===== src/rtl/trap_ctrl_if.sv =====
// Write-back, CSR and fetch-redirect signals of the commit-stage trap sequencer.
// dbg_state mirrors the sequencer FSM for observation.
interface trap_ctrl_if #(
  parameter int XLEN  = 64,
  parameter int CNT_W = 16
);
  logic             wb_valid_i;
  logic [XLEN-1:0]  wb_pc_i;
  logic [31:0]      wb_instr_i;
  logic             lsu_busy_i;
  logic [XLEN-1:0]  mtvec_i;
  logic [XLEN-1:0]  mepc_i;
  logic             trap_o;
  logic [XLEN-1:0]  trap_pc_o;
  logic [3:0]       cause_o;
  logic             stall_o;
  logic             flush_o;
  logic             redirect_valid_o;
  logic [XLEN-1:0]  redirect_pc_o;
  logic             redirect_ready_i;
  logic [CNT_W-1:0] trap_cnt_o;
  logic [1:0]       dbg_state;

  // Redirect handshake: the request is held with a stable target while
  // redirect_valid_o=1 and redirect_ready_i=0; transfer happens on the cycle
  // both are high. Dropping redirect_valid_o without ready (reset) is a cancel.
  modport slave (
    input  wb_valid_i, wb_pc_i, wb_instr_i, lsu_busy_i, mtvec_i, mepc_i,
           redirect_ready_i,
    output trap_o, trap_pc_o, cause_o, stall_o, flush_o, redirect_valid_o,
           redirect_pc_o, trap_cnt_o, dbg_state
  );

  modport master (
    output wb_valid_i, wb_pc_i, wb_instr_i, lsu_busy_i, mtvec_i, mepc_i,
           redirect_ready_i,
    input  trap_o, trap_pc_o, cause_o, stall_o, flush_o, redirect_valid_o,
           redirect_pc_o, trap_cnt_o, dbg_state
  );
endinterface


===== src/rtl/trap_ctrl.sv =====
// Commit-stage trap sequencer: catches ecall/ebreak/mret at write-back, drains
// the LSU, pulses trap into the CSR file and redirects fetch with a flush.
module trap_ctrl #(
  parameter int XLEN  = 64,
  parameter int CNT_W = 16
) (
  input logic       clk,
  input logic       rst,
  trap_ctrl_if.slave bus
);
  localparam logic [31:0] ECALL_W  = 32'h0000_0073;
  localparam logic [31:0] EBREAK_W = 32'h0010_0073;
  localparam logic [31:0] MRET_W   = 32'h3020_0073;

  typedef enum logic [1:0] {IDLE, DRAIN, TRAP, REDIRECT} state_t;
  typedef enum logic [1:0] {K_ECALL, K_EBREAK, K_MRET} kind_t;

  state_t           state, state_n;
  kind_t            kind, kind_n;
  logic [XLEN-1:0]  pc_q, pc_n;
  logic [XLEN-1:0]  target_q, target_n;
  logic [CNT_W-1:0] cnt_q, cnt_n;
  logic             is_ecall, is_ebreak, is_mret, hit;

  assign is_ecall  = (bus.wb_instr_i == ECALL_W);
  assign is_ebreak = (bus.wb_instr_i == EBREAK_W);
  assign is_mret   = (bus.wb_instr_i == MRET_W);
  assign hit       = bus.wb_valid_i && (state == IDLE) &&
                     (is_ecall || is_ebreak || is_mret);

  always_ff @(posedge clk or posedge rst) begin
    if (rst) begin
      state    <= IDLE;
      kind     <= K_ECALL;
      pc_q     <= '0;
      target_q <= '0;
      cnt_q    <= '0;
    end else begin
      state    <= state_n;
      kind     <= kind_n;
      pc_q     <= pc_n;
      target_q <= target_n;
      cnt_q    <= cnt_n;
    end
  end

  always_comb begin
    state_n  = state;
    kind_n   = kind;
    pc_n     = pc_q;
    target_n = target_q;
    cnt_n    = cnt_q;
    case (state)
      IDLE: begin
        if (hit) begin
          pc_n    = bus.wb_pc_i;
          kind_n  = is_ecall ? K_ECALL : (is_ebreak ? K_EBREAK : K_MRET);
          state_n = DRAIN;
        end
      end
      DRAIN: begin
        if (!bus.lsu_busy_i) begin
          if (kind == K_MRET) begin
            target_n = {bus.mepc_i[XLEN-1:2], 2'b00};
            state_n  = REDIRECT;
          end else begin
            state_n  = TRAP;
          end
        end
      end
      TRAP: begin
        // Target is captured here so later mtvec writes cannot move the redirect.
        target_n = {bus.mtvec_i[XLEN-1:2], 2'b00};
        if (cnt_q != {CNT_W{1'b1}}) cnt_n = cnt_q + CNT_W'(1);
        state_n  = REDIRECT;
      end
      REDIRECT: begin
        if (bus.redirect_ready_i) state_n = IDLE;
      end
      default: state_n = IDLE;
    endcase
  end

  assign bus.trap_o           = (state == TRAP);
  assign bus.trap_pc_o        = (state == TRAP) ? pc_q : '0;
  assign bus.cause_o          = (state != TRAP)     ? 4'd0 :
                                (kind == K_EBREAK)  ? 4'd3 : 4'd11;
  // Combinational so the trapping instruction is held in its hit cycle.
  assign bus.stall_o          = hit || (state != IDLE);
  assign bus.flush_o          = (state == REDIRECT) && bus.redirect_ready_i;
  assign bus.redirect_valid_o = (state == REDIRECT);
  assign bus.redirect_pc_o    = target_q;
  assign bus.trap_cnt_o       = cnt_q;
  assign bus.dbg_state        = state;
endmodule


===== src/flat_wrapper.sv =====
// flat-port wrapper written by rule: the top's interface ports become plain ports
module trap_ctrl_flat 
#(
  parameter int XLEN  = 64,
  parameter int CNT_W = 16
)
  (clk, rst, bus_wb_valid_i, bus_wb_pc_i, bus_wb_instr_i, bus_lsu_busy_i, bus_mtvec_i, bus_mepc_i, bus_redirect_ready_i, bus_trap_o, bus_trap_pc_o, bus_cause_o, bus_stall_o, bus_flush_o, bus_redirect_valid_o, bus_redirect_pc_o, bus_trap_cnt_o, bus_dbg_state);
  trap_ctrl_if #(.XLEN(XLEN), .CNT_W(CNT_W)) bus_i ();
  input logic clk;
  input logic rst;
  input wire logic [$bits(bus_i.wb_valid_i)-1:0] bus_wb_valid_i;
  input wire logic [$bits(bus_i.wb_pc_i)-1:0] bus_wb_pc_i;
  input wire logic [$bits(bus_i.wb_instr_i)-1:0] bus_wb_instr_i;
  input wire logic [$bits(bus_i.lsu_busy_i)-1:0] bus_lsu_busy_i;
  input wire logic [$bits(bus_i.mtvec_i)-1:0] bus_mtvec_i;
  input wire logic [$bits(bus_i.mepc_i)-1:0] bus_mepc_i;
  input wire logic [$bits(bus_i.redirect_ready_i)-1:0] bus_redirect_ready_i;
  output wire logic [$bits(bus_i.trap_o)-1:0] bus_trap_o;
  output wire logic [$bits(bus_i.trap_pc_o)-1:0] bus_trap_pc_o;
  output wire logic [$bits(bus_i.cause_o)-1:0] bus_cause_o;
  output wire logic [$bits(bus_i.stall_o)-1:0] bus_stall_o;
  output wire logic [$bits(bus_i.flush_o)-1:0] bus_flush_o;
  output wire logic [$bits(bus_i.redirect_valid_o)-1:0] bus_redirect_valid_o;
  output wire logic [$bits(bus_i.redirect_pc_o)-1:0] bus_redirect_pc_o;
  output wire logic [$bits(bus_i.trap_cnt_o)-1:0] bus_trap_cnt_o;
  output wire logic [$bits(bus_i.dbg_state)-1:0] bus_dbg_state;
  assign bus_i.wb_valid_i = bus_wb_valid_i;
  assign bus_i.wb_pc_i = bus_wb_pc_i;
  assign bus_i.wb_instr_i = bus_wb_instr_i;
  assign bus_i.lsu_busy_i = bus_lsu_busy_i;
  assign bus_i.mtvec_i = bus_mtvec_i;
  assign bus_i.mepc_i = bus_mepc_i;
  assign bus_i.redirect_ready_i = bus_redirect_ready_i;
  assign bus_trap_o = bus_i.trap_o;
  assign bus_trap_pc_o = bus_i.trap_pc_o;
  assign bus_cause_o = bus_i.cause_o;
  assign bus_stall_o = bus_i.stall_o;
  assign bus_flush_o = bus_i.flush_o;
  assign bus_redirect_valid_o = bus_i.redirect_valid_o;
  assign bus_redirect_pc_o = bus_i.redirect_pc_o;
  assign bus_trap_cnt_o = bus_i.trap_cnt_o;
  assign bus_dbg_state = bus_i.dbg_state;
  trap_ctrl #(.XLEN(XLEN), .CNT_W(CNT_W)) u_core (.clk(clk), .rst(rst), .bus(bus_i));
endmodule

===== config.mk =====
export PLATFORM = sky130hd
export DESIGN_NAME = trap_ctrl_flat
export DESIGN_NICKNAME = d
export VERILOG_FILES = /design/src/rtl/trap_ctrl_if.sv /design/src/rtl/trap_ctrl.sv /design/src/flat_wrapper.sv
export SDC_FILE = /design/constraint.sdc
export NUM_CORES = 1
export LEC_CHECK = 0
export BUFFER_PORTS_ARGS = -buffer_cell sky130_fd_sc_hd__buf_2
export CAP_MARGIN = 5
export CORE_AREA = 2 2 147 149
export CTS_BUF_LIST = sky130_fd_sc_hd__clkbuf_2 sky130_fd_sc_hd__clkbuf_4 sky130_fd_sc_hd__clkbuf_8
export CTS_CLUSTER_DIAMETER = 100
export DETAILED_ROUTE_END_ITERATION = 10
export DIE_AREA = 0 0 149 151
export PLACE_DENSITY = 0.63
export SLEW_MARGIN = 30
export SYNTH_ARGS = -nofsm -noshare
export SYNTH_HDL_FRONTEND = slang
export SYNTH_SLANG_ARGS = --single-unit

===== constraint.sdc =====
create_clock -name clk -period 14 [get_ports clk]
set_input_delay 2.8 -clock clk [delete_from_list [all_inputs] [get_ports clk]]
set_output_delay 2.8 -clock clk [all_outputs]
set_load 0.01 [all_outputs]

==> results.md, run 1 <==
- Max-slew violations: 0
- Std-Cell Rows: 53
- # setup viols final: 0
- Most frequent cells in the layout: buf_2, dfrtp_1, nor2_1, and2_1, a21oi_1
- Syn Inst Count: between 600 and 700
- Synth top area cells: dfrtp_1, mux2i_1, mux2_1
- Leak: around 5.0 nW
- Crit end category: output pin
- Final nets: approximately 1,200
- Pre-antenna DRT Iters: 4
- Period utilization: 0.495
- Chip Width: 149 um
- First-pass GRT wire length: 27.6 mm
- Final Skew: 15.5 ps
- Leading cell type in the layout, fill and taps excluded: buf_2
- Clock sink count: between 100 and 150
- CORE AREA: 20,800 sq um
- Antenna-violating nets left: 0
- Max Cap Viol: 0
- Final wirelength: 18.2 mm
- Cell Chain, Critical Path: buf_2, nor4_1, nand4_1, o31a_1, inv_1, buf_2
- EDFF count, synth: 0
- Unrepaired setup endpoints after global routing: false
- Register area: between 3000 and 4000 sq um
- Dpl ws: between 7000 and 8000 ps
- Resized cells post-CTS: 0
- Vias in the first global route: ~5,300
- Critical path type: input port to output pin
- I/O pin total: between 300 and 400
- Chip height: about 150 um
- DPL Wire Length: between 10 and 15 mm
- Crit Path Max Fanout: 4
- Vias per cell: 4.54
- HP Start: u_core.pc_q[10]
- N_diodes: 0
- Tmin final: just under 7000 ps
- Max H-tree Level: 4
- Synth Flop Type: dfrtp_1
- Routability congestion estimate: 0.763
- Largest net degree at the start of global routing: between 100 and 150
- Max-slew headroom: 0.402
- Initial antenna violation count: 0
- Setup bufs post-CTS: 0
- R2r startpoint: u_core.bus.dbg_state[0]
- TritonCTS Buffers: 17
- Area of the multi-input gates: ~3000 sq um
- Worst-Skew Late Latency: ~430 ps
- Worst endpoint required time: roughly 11,000 ps
- Mapped cell area: 6940 sq um
- Initial core utilization: 0.333
- Reg2reg setup slack: ~11,000 ps
- Count of input and output buffers: 375
- Area of the die: between 20,000 and 25,000 sq um
- R2r endpoint: u_core.bus.redirect_pc_o[25]
- P&R area growth vs syn: 35.6%
- Slowest Stage Delay on Critical Path: 400 ps
- Worst-Margin Slew: approximately 900 ps
- Hold endpoint: u_core.pc_q[10]
- VDD IR-drop max: between 0.00007 and 0.00008 V
- Final Worst Setup Slack: between 7000 and 8000 ps
- Yosys reg bits: approximately 150
- R2r worst-path depth: 7
- Synth top area share: 0.526
- Hold_buf cts: 0
- Max Root-Sink Buffers: 2
- CTS tree: built
- Sequential area share after synthesis: 0.526
- # fillers: just over 2,000
- Cell area after layout: 9410 sq um
- Power Density: 159 nW/um^2
- FMAX: roughly 0.14 GHz
- Synthesis Warnings: 0
- Arr. time, crit path: 4130 ps
- Setup tns final: 0 ps
- Hold Crit Depth: 1
- Post-synth ARST share: 1.00
- CTS root buf: clkbuf_8
- Count of final hold-check violations: 0
- Total number of vias: roughly 5,700
- Final core occ: 0.452
- Hold crit path type: register to register
- Syn avg cell area: around 11 sq um
- Status: finished, final reports clean
- Crit-path slowest cell: o31a_1
- Initial drt markers: 149
- Clk slew on worst S/H paths: approximately 80 ps
- CP most frequent cell: buf_2
- Post-synth top area cell: dfrtp_1
- Worst setup SP type: input port
- Share of layout cells above drive strength 1: 0.442
- Overflow left after global routing: 0
- GRT Overall Usage: 0.158
- Drt wl/cell: roughly 15 um
- Synth unique cells: 45
- DRC viols: 0
- Placed instance area: between 8000 and 9000 sq um
## routing by layer
layer / GRT usage / up-vias / part of all wire
met2: 0.277 / 233 / 0.51
met1: 0.189 / 2624 / 0.40
met4: 0.0533 / 0 / 0.016
li1: - / 2813 / -
met3: 0.0410 / 19 / 0.073
met5: 0 / - / 0
## state kept, by name, summed over array words and instances, names as in the netlist
signal and cells:
u_core.bus.dbg_state 2, u_core.bus.redirect_pc_o 62, u_core.bus.trap_cnt_o 16, u_core.kind 2
u_core.pc_q 64
## per-stage QoR
stage	total power [mW]	hold slack, ps	std cells
finish	1.50	481	1252
global route	1.61	492	1252
CTS	1.53	486	1252
detailed placement	1.17	466	1220
global placement	1.16	458	1220
floorplan	0.953	449	606
## cell type report
class	count	share of cell area
Multi-Input combinational cell	414	0.325
Clock inverter	12	0.0156
Timing Repair Buffer	379	0.203
Tap cell	275	0.0365
Inverter	6	0.00292
Sequential cell	146	0.388
Clock buffer	20	0.0286
## Yosys cell counts, drive strengths merged, types with 2 or more instances
| cell type | n |
|---|---|
| dfrtp | 146 |
| nor2 | 68 |
| and2 | 67 |
| mux2 | 66 |
| a21oi | 63 |
| mux2i | 62 |
| clkbuf | 23 |
| buf | 17 |
| xor2 | 10 |
| nand4 | 9 |
| nand2 | 8 |
| ha | 6 |
| inv | 6 |
| nor3 | 6 |
| nor4 | 6 |
| and4 | 5 |
| nand3 | 4 |
| a31oi | 3 |
| nor4b | 3 |
| xnor2 | 3 |
| a2111oi | 2 |
| nand2b | 2 |
| nor3b | 2 |
| o311ai | 2 |
| o31ai | 2 |
## worst max-delay path by stage
stage	slack, ps	start	endpoint	cells after the start
2_1_floorplan	7280	rst	u_core.bus.dbg_state[0]	1
6_report	7070	bus_wb_instr_i[11]	bus_stall_o	6
4_1_cts	7080	bus_wb_instr_i[11]	bus_stall_o	6
5_1_grt	6900	bus_wb_instr_i[7]	bus_stall_o	6
3_5_place_dp	7080	bus_wb_instr_i[11]	bus_stall_o	6
3_3_place_gp	7090	bus_wb_instr_i[2]	bus_stall_o	6
## where the power goes
part           switching [mW]  internal, mW
clock                   0.173         0.174
sequential             0.0605         0.523
combinational           0.332         0.235
total                   0.566         0.932
## cells by family (layout without fill, tap and decap cells)
| logic type | count (synthesis) | after routing | share of synthesized area |
|---|---|---|---|
| flops | 146 | 146 | 0.526 |
| mux | 128 | 128 | 0.196 |
| fa+ha+maj | 6 | 6 | 0.0108 |
| simple gates | 185 | 185 | 0.147 |
| buf+inv | 46 | 417 | 0.0377 |
| compound gates | 79 | 79 | 0.0649 |
| other cells | 1 | 3 | 0.000540 |
| xor+xnor | 13 | 13 | 0.0164 |
## worst max-delay path: cells and delay by family
family	cells	cell delay [ps]
and+or+nand+nor	2	650
AOI/OAI and AO/OA	1	400
buffers and inverters	3	280
(Power assumes the default switching activity.)
==> inputs of run 2 (changes only) <==
--- a/config.mk
+++ b/config.mk
@@ -5,14 +5,15 @@
 export SDC_FILE = /design/constraint.sdc
 export NUM_CORES = 1
 export LEC_CHECK = 0
+export ABC_AREA = 1
 export BUFFER_PORTS_ARGS = -buffer_cell sky130_fd_sc_hd__buf_2
 export CAP_MARGIN = 5
-export CORE_AREA = 2 2 147 149
+export CORE_AREA = 2 2 148 150
 export CTS_BUF_LIST = sky130_fd_sc_hd__clkbuf_2 sky130_fd_sc_hd__clkbuf_4 sky130_fd_sc_hd__clkbuf_8
 export CTS_CLUSTER_DIAMETER = 100
 export DETAILED_ROUTE_END_ITERATION = 10
-export DIE_AREA = 0 0 149 151
-export PLACE_DENSITY = 0.63
+export DIE_AREA = 0 0 150 152
+export PLACE_DENSITY = 0.64
 export SLEW_MARGIN = 30
 export SYNTH_ARGS = -nofsm -noshare
 export SYNTH_HDL_FRONTEND = slang
==> constraint.sdc (replaced) <==
create_clock -name clk -period 7.2 [get_ports clk]
set_input_delay 1.44 -clock clk [delete_from_list [all_inputs] [get_ports clk]]
set_output_delay 1.44 -clock clk [all_outputs]
set_load 0.01 [all_outputs]
==> run 2 against run 1 <==
  * Clock skew increased by 0.92 ps
  * Area after synthesis increased by 6.3%
  * Critical path type unchanged
  * Worst hold slack improved by 7.6 ps
  * Largest cell class unchanged
  * Non-clock buffer count increased by 3
  * Cell count increased by 26%
  * Count of clock-buffer cells in the layout unchanged
  * Global-route usage increased by 2.9 points
  * Final area increased by 4.1%
  * Via count increased by 25%
  * Register-to-register slack got worse by 6600 ps
  * Sequential cell count unchanged
  * Sequential share of layout area decreased by 1.5 points
==> results.md, run 2 <==
- Status: finished, final reports clean
- Cell area after layout: 9800 sq um (+4.1%)
- Max-slew headroom: 0.456 (+0.0546)
- Initial antenna violation count: 0 (unchanged)
- TritonCTS Buffers: 17 (unchanged)
- Largest net degree at the start of global routing: 107 (-3.6%)
- Max reg flops: 64 (unchanged)
- Setup bufs post-CTS: 0 (unchanged)
- Setup tns final: 0 ps (unchanged)
- Arr. time, crit path: 2540 ps (-1590 ps)
- Max Root-Sink Buffers: 2 (unchanged)
- Initial core utilization: 0.346 (+0.0122)
- Worst-Skew Late Latency: 440 ps (about the same)
- R2r worst-path depth: 9 (+2)
- Unrepaired setup endpoints after global routing: false
- Routability congestion estimate: 0.837 (+9.7%)
- R2r endpoint: u_core.bus.redirect_pc_o[6]
- Overflow left after global routing: 0 (unchanged)
- FMAX: approximately 0.25 GHz
- N_diodes: 0 (unchanged)
- Buf/Inv on CP: 3 (unchanged)
- Syn avg cell area: 7.90 sq um (-31%)
- Hold Crit Depth: 2 (+1)
- Max-slew violations: 0 (unchanged)
- Clock sink count: 146 (unchanged)
- Drt wl/cell: 13.6 um (-6.4%)
- Sequential area share after synthesis: 0.495 (-0.0311)
- Pre-antenna DRT Iters: 4 (unchanged)
- Resized cells post-CTS: 0 (unchanged)
- Final core occ: 0.459 (+0.00669)
- Max Cap Viol: 0 (unchanged)
- Cell Count, Final, Fillers Out: 1,577 (+26%)
- Period utilization: 0.553
- Worst-Margin Slew: 816 ps (-81.9 ps)
- Antenna-violating nets left: 0 (unchanged)
- CTS tree: built
- Count leader, synth: nand2_1
- Critical path type: input port to output pin
- Clk slew on worst S/H paths: 80 ps (about the same)
- Chip Width: 150 um (+0.67%)
- Worst endpoint required time: 5760 ps (-5440 ps)
- Post-synth top area cell: dfrtp_1
- Leading cell type in the layout, fill and taps excluded: buf_2
- Chip height: 152 um (+0.66%)
- P&R area growth vs syn: 32.7%
- Crit path from: bus_wb_instr_i[25]
- Share of layout cells above drive strength 1: 0.376 (-0.0659)
- Area of the die: 22,800 sq um (+1.3%)
- Crit end category: output pin
- Initial drt markers: 278 (+87%)
- Pwr Total: 1.57 mW (+4.5%)
- Count of input and output buffers: 375 (unchanged)
- Max H-tree Level: 4 (unchanged)
- I/O pin total: 383 (unchanged)
- Post-synth ARST share: 1.00 (unchanged)
- Tmin final: about 4000 ps
- Largest Register: u_core.pc_q
- Hold crit path type: register to register
- Crit Path Max Fanout: 4 (unchanged)
- Crit-path slowest cell: nor2_1
- Total number of vias: 7,084 (+25%)
- Synth unique cells: 29 (-36%)
- Syn Inst Count: 934 (+55%)
- Most frequent cells in the layout: buf_2, nand2_1, inv_1, dfrtp_1, nor2_1
- Commonest cells post-synth: nand2_1, inv_1, dfrtp_1
- CP Depth: 9 (+3)
- Power Density: 160 nW/um^2 (+0.40%)
- DPL Wire Length: 15.5 mm (+13%)
- Final Skew: 16.4 ps (+0.917 ps)
- DRC viols: 0 (unchanged)
- Leak: 6.04 nW (+21%)
- CTS root buf: clkbuf_8
- Cell Chain, Critical Path: buf_2, nor2_1, nand2_1, nor2_2, inv_1, nor2_1, nand2_1, nand3_1, buf_2
- Final nets: 1,519 (+27%)
- Vias in the first global route: 6,834 (+29%)
- VDD IR-drop max: 0.0000866 V (+19%)
- Synth Flop Type: dfrtp_1
- Worst setup path endpoint: bus_stall_o
- Placed Cells: 1,544 (+27%)
- Placed instance area: 9380 sq um (+4.3%)
- # setup viols final: 0 (unchanged)
- R2r startpoint: u_core.bus.dbg_state[0]
- Final wirelength: 21.5 mm (+18%)
- Reg2reg setup slack: 3920 ps (-6630 ps)
- Synth top area cells: dfrtp_1, nand2_1, inv_1
- Synth top area share: 0.495 (-0.0311)
- First-pass GRT wire length: 33.8 mm (+23%)
- Vias per cell: 4.49 (-1.1%)
- Crit-path leading delay family: simple AND/OR/NAND/NOR gates
- EDFF count, synth: 0 (unchanged)
- Synthesis Warnings: 0 (unchanged)
- Count of final hold-check violations: 0 (unchanged)
- Std-Cell Rows: 54 (+1.9%)
- Mapped cell area: 7380 sq um (+6.3%)
- CORE AREA: 21,400 sq um (+2.5%)
- Yosys reg bits: 146 (unchanged)
- Worst setup SP type: input port
- Slowest Stage Delay on Critical Path: 220 ps (-180 ps)
- Hold_buf cts: 0 (unchanged)
- GRT Overall Usage: 0.187 (+0.0288)
-- run 2: kinds of logic after synthesis --
group	after synthesis	share of synthesized area
AND/OR/NAND/NOR	421	0.230
buffers and inverters	206	0.123
other	1	0.000508
XOR/XNOR	14	0.0166
AO/OA/AOI/OAI	140	0.125
adder cells (fa/ha/maj)	6	0.0102
flip-flops	146	0.495
-- run 2: worst min-delay path by stage --
stage	start	to
floorplan	u_core.pc_q[0]	u_core.pc_q[0]
global placement	u_core.pc_q[27]	u_core.pc_q[27]
detailed placement	u_core.pc_q[61]	u_core.pc_q[61]
CTS	u_core.pc_q[61]	u_core.pc_q[61]
global route	u_core.pc_q[22]	u_core.pc_q[22]
finish	u_core.pc_q[27]	u_core.pc_q[27]
-- run 2: stage by stage --
stage / setup WS, ps / hold WS (ps)
final: 3220 / 489
after global routing: 3030 / 506
after CTS: 3190 / 495
after detailed placement: 3210 / 471
after global placement: 3230 / 466
after floorplan: 1840 / 455
-- run 2: cell type report --
type	count	area (sq um)
well taps	280	350
clock inverters	12	120
multi-input cells	584	2860
clock buffers	20	269
flip-flops and latches	146	3650
repair buffers	382	1970
inverters	153	579
fillers	2202	11600
-- run 2: power by group --
group / total [mW] / switching, mW / internal, mW / leakage [nW]
registers: 0.820 / 0.000227 / 0.820 / 2.04
clock network: 0.643 / 0.340 / 0.303 / 0.195
logic: 0.102 / 0.0502 / 0.0518 / 3.81
-- run 2: per-layer routing --
metal  global-route usage  up-vias  routed length, um
met5                    0        -                  0
met1                0.209     3244               8640
li1                     -     3548                  -
met2                0.338      265              10600
met4               0.0512        0                313
met3               0.0601       27               1950
-- run 2: worst register-to-register path: stages, from the launching register on --
cell and delay, ps:
dfrtp_1 460, inv_1 190, ha_4 160, buf_4 560, inv_2 210, o21ai_4 450
buf_16 220, buf_4 670, nor2_1 110, a31oi_1 190
==> inputs of run 3 (changes only) <==
--- a/config.mk
+++ b/config.mk
@@ -5,15 +5,15 @@
 export SDC_FILE = /design/constraint.sdc
 export NUM_CORES = 1
 export LEC_CHECK = 0
-export ABC_AREA = 1
+export ABC_AREA = 0
 export BUFFER_PORTS_ARGS = -buffer_cell sky130_fd_sc_hd__buf_2
 export CAP_MARGIN = 5
-export CORE_AREA = 2 2 148 150
+export CORE_AREA = 2 2 147 149
 export CTS_BUF_LIST = sky130_fd_sc_hd__clkbuf_2 sky130_fd_sc_hd__clkbuf_4 sky130_fd_sc_hd__clkbuf_8
 export CTS_CLUSTER_DIAMETER = 100
 export DETAILED_ROUTE_END_ITERATION = 10
-export DIE_AREA = 0 0 150 152
-export PLACE_DENSITY = 0.64
+export DIE_AREA = 0 0 149 151
+export PLACE_DENSITY = 0.65
 export SLEW_MARGIN = 30
 export SYNTH_ARGS = -nofsm -noshare
 export SYNTH_HDL_FRONTEND = slang
==> constraint.sdc (replaced) <==
create_clock -name clk -period 3.4 [get_ports clk]
set_input_delay 0.68 -clock clk [delete_from_list [all_inputs] [get_ports clk]]
set_output_delay 0.68 -clock clk [all_outputs]
set_load 0.01 [all_outputs]
==> run 3 against run 2 <==
  * Routed wire length is 14% lower
  * Sequential power rose to 2.9 times the previous value
  * Power grew to 3.9 times the previous value
  * Via count is 19% lower
  * Critical path type is now register to output pin
  * Register-to-register slack got worse by 3300 ps
  * Clock skew down 3.7 ps
  * Critical path depth fell by 2
==> results.md, run 3 (synthesized netlist as in run 1, its figures left out) <==
- Max Cap Viol: 0 (unchanged)
- Initial drt markers: 128 (-54%)
- Largest Register: u_core.pc_q
- Initial antenna violation count: 1 (+1)
- DPL Wire Length: 13.8 mm (-11%)
- Pwr Total: 6.10 mW (+290%)
- Sw Pwr: 2.34 mW (+500%)
- Period utilization: 0.894
- DRC viols: 0 (unchanged)
- Max-slew violations: 0 (unchanged)
- Chip Width: 149 um (-0.67%)
- Share of layout cells above drive strength 1: 0.446 (+0.0699)
- Buf/Inv on CP: 3 (unchanged)
- Clk slew on worst S/H paths: 100 ps (+20 ps)
- Final nets: 1,207 (-21%)
- Arr. time, crit path: 2360 ps (-180 ps)
- Hold crit path type: input port to asynchronous set/reset pin
- Final Skew: 12.7 ps (-3.70 ps)
- Sequential power share: 0.393 (-0.131)
- Area of the die: 22,500 sq um (-1.3%)
- Resized cells post-CTS: 0 (unchanged)
- Max Root-Sink Buffers: 2 (unchanged)
- Worst setup SP type: register
- Std-Cell Rows: 53 (-1.9%)
- Max-slew headroom: 0.407 (-0.0489)
- FMAX: between 0.3 and 0.4 GHz
- Slowest Stage Delay on Critical Path: 450 ps (+230 ps)
- Clock sink count: 146 (unchanged)
- Setup bufs post-CTS: 0 (unchanged)
- Leak: 5.01 nW (-17%)
- Most frequent cells in the layout: buf_2, dfrtp_1, nor2_1, and2_1, a21oi_1
- Tmin final: between 3000 and 4000 ps
- I/O pin total: 383 (unchanged)
- Worst endpoint required time: 2720 ps (-3040 ps)
- Setup tns final: 0 ps (unchanged)
- Crit Path Max Fanout: 6 (+2)
- First-pass GRT wire length: 28.4 mm (-16%)
- Crit end category: output pin
- P&R area growth vs syn: 36.8%
- Clk pwr share: 0.213 (-0.198)
- Routability congestion estimate: 0.796 (-4.9%)
- CORE AREA: 20,800 sq um (-2.5%)
- Crit-path slowest cell: dfrtp_1
- Worst-Skew Late Latency: 440 ps (about the same)
- Hold_buf cts: 0 (unchanged)
- Overflow left after global routing: 0 (unchanged)
- Max H-tree Level: 4 (unchanged)
- CTS root buf: clkbuf_8
- Final core occ: 0.456 (-0.00273)
- Unrepaired setup endpoints after global routing: false
- # setup viols final: 0 (unchanged)
- Pre-antenna DRT Iters: 6 (+2)
- CP most frequent cell: inv_1
- Initial core utilization: 0.333 (-0.0122)
- Total number of vias: 5,724 (-19%)
- Critical path type: register to output pin
- Gate power share: 0.394 (+0.329)
- Vias in the first global route: 5,574 (-18%)
- Final wirelength: 18.4 mm (-14%)
- CTS tree: built
- TritonCTS Buffers: 17 (unchanged)
- Worst-Margin Slew: 889 ps (+73.4 ps)
- Cell Chain, Critical Path: inv_1, ha_1, nor4b_2, nand4_1, o31a_1, inv_1, buf_2
- Chip height: 151 um (-0.66%)
- Switching share of power: 0.384 (+0.134)
- Power Density: 643 nW/um^2 (+300%)
- Leading cell type in the layout, fill and taps excluded: buf_2
- GRT Overall Usage: 0.162 (-0.0247)
- Count of final hold-check violations: 0 (unchanged)
- Antenna-violating nets left: 0 (unchanged)
- Max reg flops: 64 (unchanged)
- Largest net degree at the start of global routing: 147 (+37%)
- Drt wl/cell: 14.6 um (+7.1%)
- Count of input and output buffers: 375 (unchanged)
- Status: finished, final reports clean
- Int Pwr: 3.76 mW (+220%)
- VDD IR-drop max: 0.000369 V (+330%)
- Crit-path leading delay family: simple AND/OR/NAND/NOR gates
- Vias per cell: 4.54 (+1.1%)
run 3: worst register-to-register path: stages (launching register included):
cell     delay [ps]
dfrtp_1         450
inv_1           180
ha_1            230
nor4b_2         240
nand4_1         250
nor3_4          690
buf_12          270
mux2_1          350
run 3: cell type report:
| cell class | instances | area, sq um |
|---|---|---|
| Fill cell | 2014 | 11300 |
| Sequential cell | 146 | 3650 |
| Timing Repair Buffer | 387 | 2040 |
| Clock buffer | 18 | 241 |
| Antenna cell | 1 | 2.50 |
| Inverter | 6 | 26.3 |
| Tap cell | 275 | 344 |
| Multi-Input combinational cell | 414 | 3060 |
| Clock inverter | 13 | 128 |
run 3: through the flow:
step	std cells	instance area [sq um]	hold WS (ps)	setup slack, ps
final	1260	9500	394	359
after global routing	1260	9500	409	116
after CTS	1259	9490	408	292
after detailed placement	1228	9130	466	464
after global placement	1228	9130	459	490
after floorplan	606	6960	449	870
run 3: path summary, 6_finish.rpt:
check | slack [ps] | startpoint | depth (start not counted) | end
setup / recovery | 360 | u_core.bus.dbg_state[0] | 7 | bus_stall_o
hold / removal | 390 | rst | 3 | u_core.pc_q[35]
setup reg to reg | 620 | u_core.bus.dbg_state[0] | 7 | u_core.pc_q[15]
hold reg to reg | 480 | u_core.pc_q[38] | 1 | u_core.pc_q[38]
max in group asynchronous | 2250 | rst | 3 | u_core.pc_q[51]
min in group clk | 450 | bus_wb_pc_i[30] | 2 | u_core.pc_q[30]
run 3: routing by layer:
metal	track usage	share of wire	up-vias	routed length [um]
met2	0.280	0.50	228	9200
met4	0.0562	0.015	0	271
met1	0.199	0.42	2650	7640
li1	-	-	2831	-
met3	0.0389	0.069	15	1280
met5	0	0	-	0
run 3: power groups by stage:
| stage | clock, mW | combinational (mW) | sequential, mW |
|---|---|---|---|
| 4_1_cts | 1.37 | 2.46 | 2.40 |
| 5_1_grt | 1.45 | 2.68 | 2.46 |
| 6_report | 1.30 | 2.40 | 2.40 |
| 2_1_floorplan | 0 | 1.31 | 2.61 |
| 3_3_place_gp | 0 | 2.41 | 2.42 |
| 3_5_place_dp | 0 | 2.46 | 2.42 |
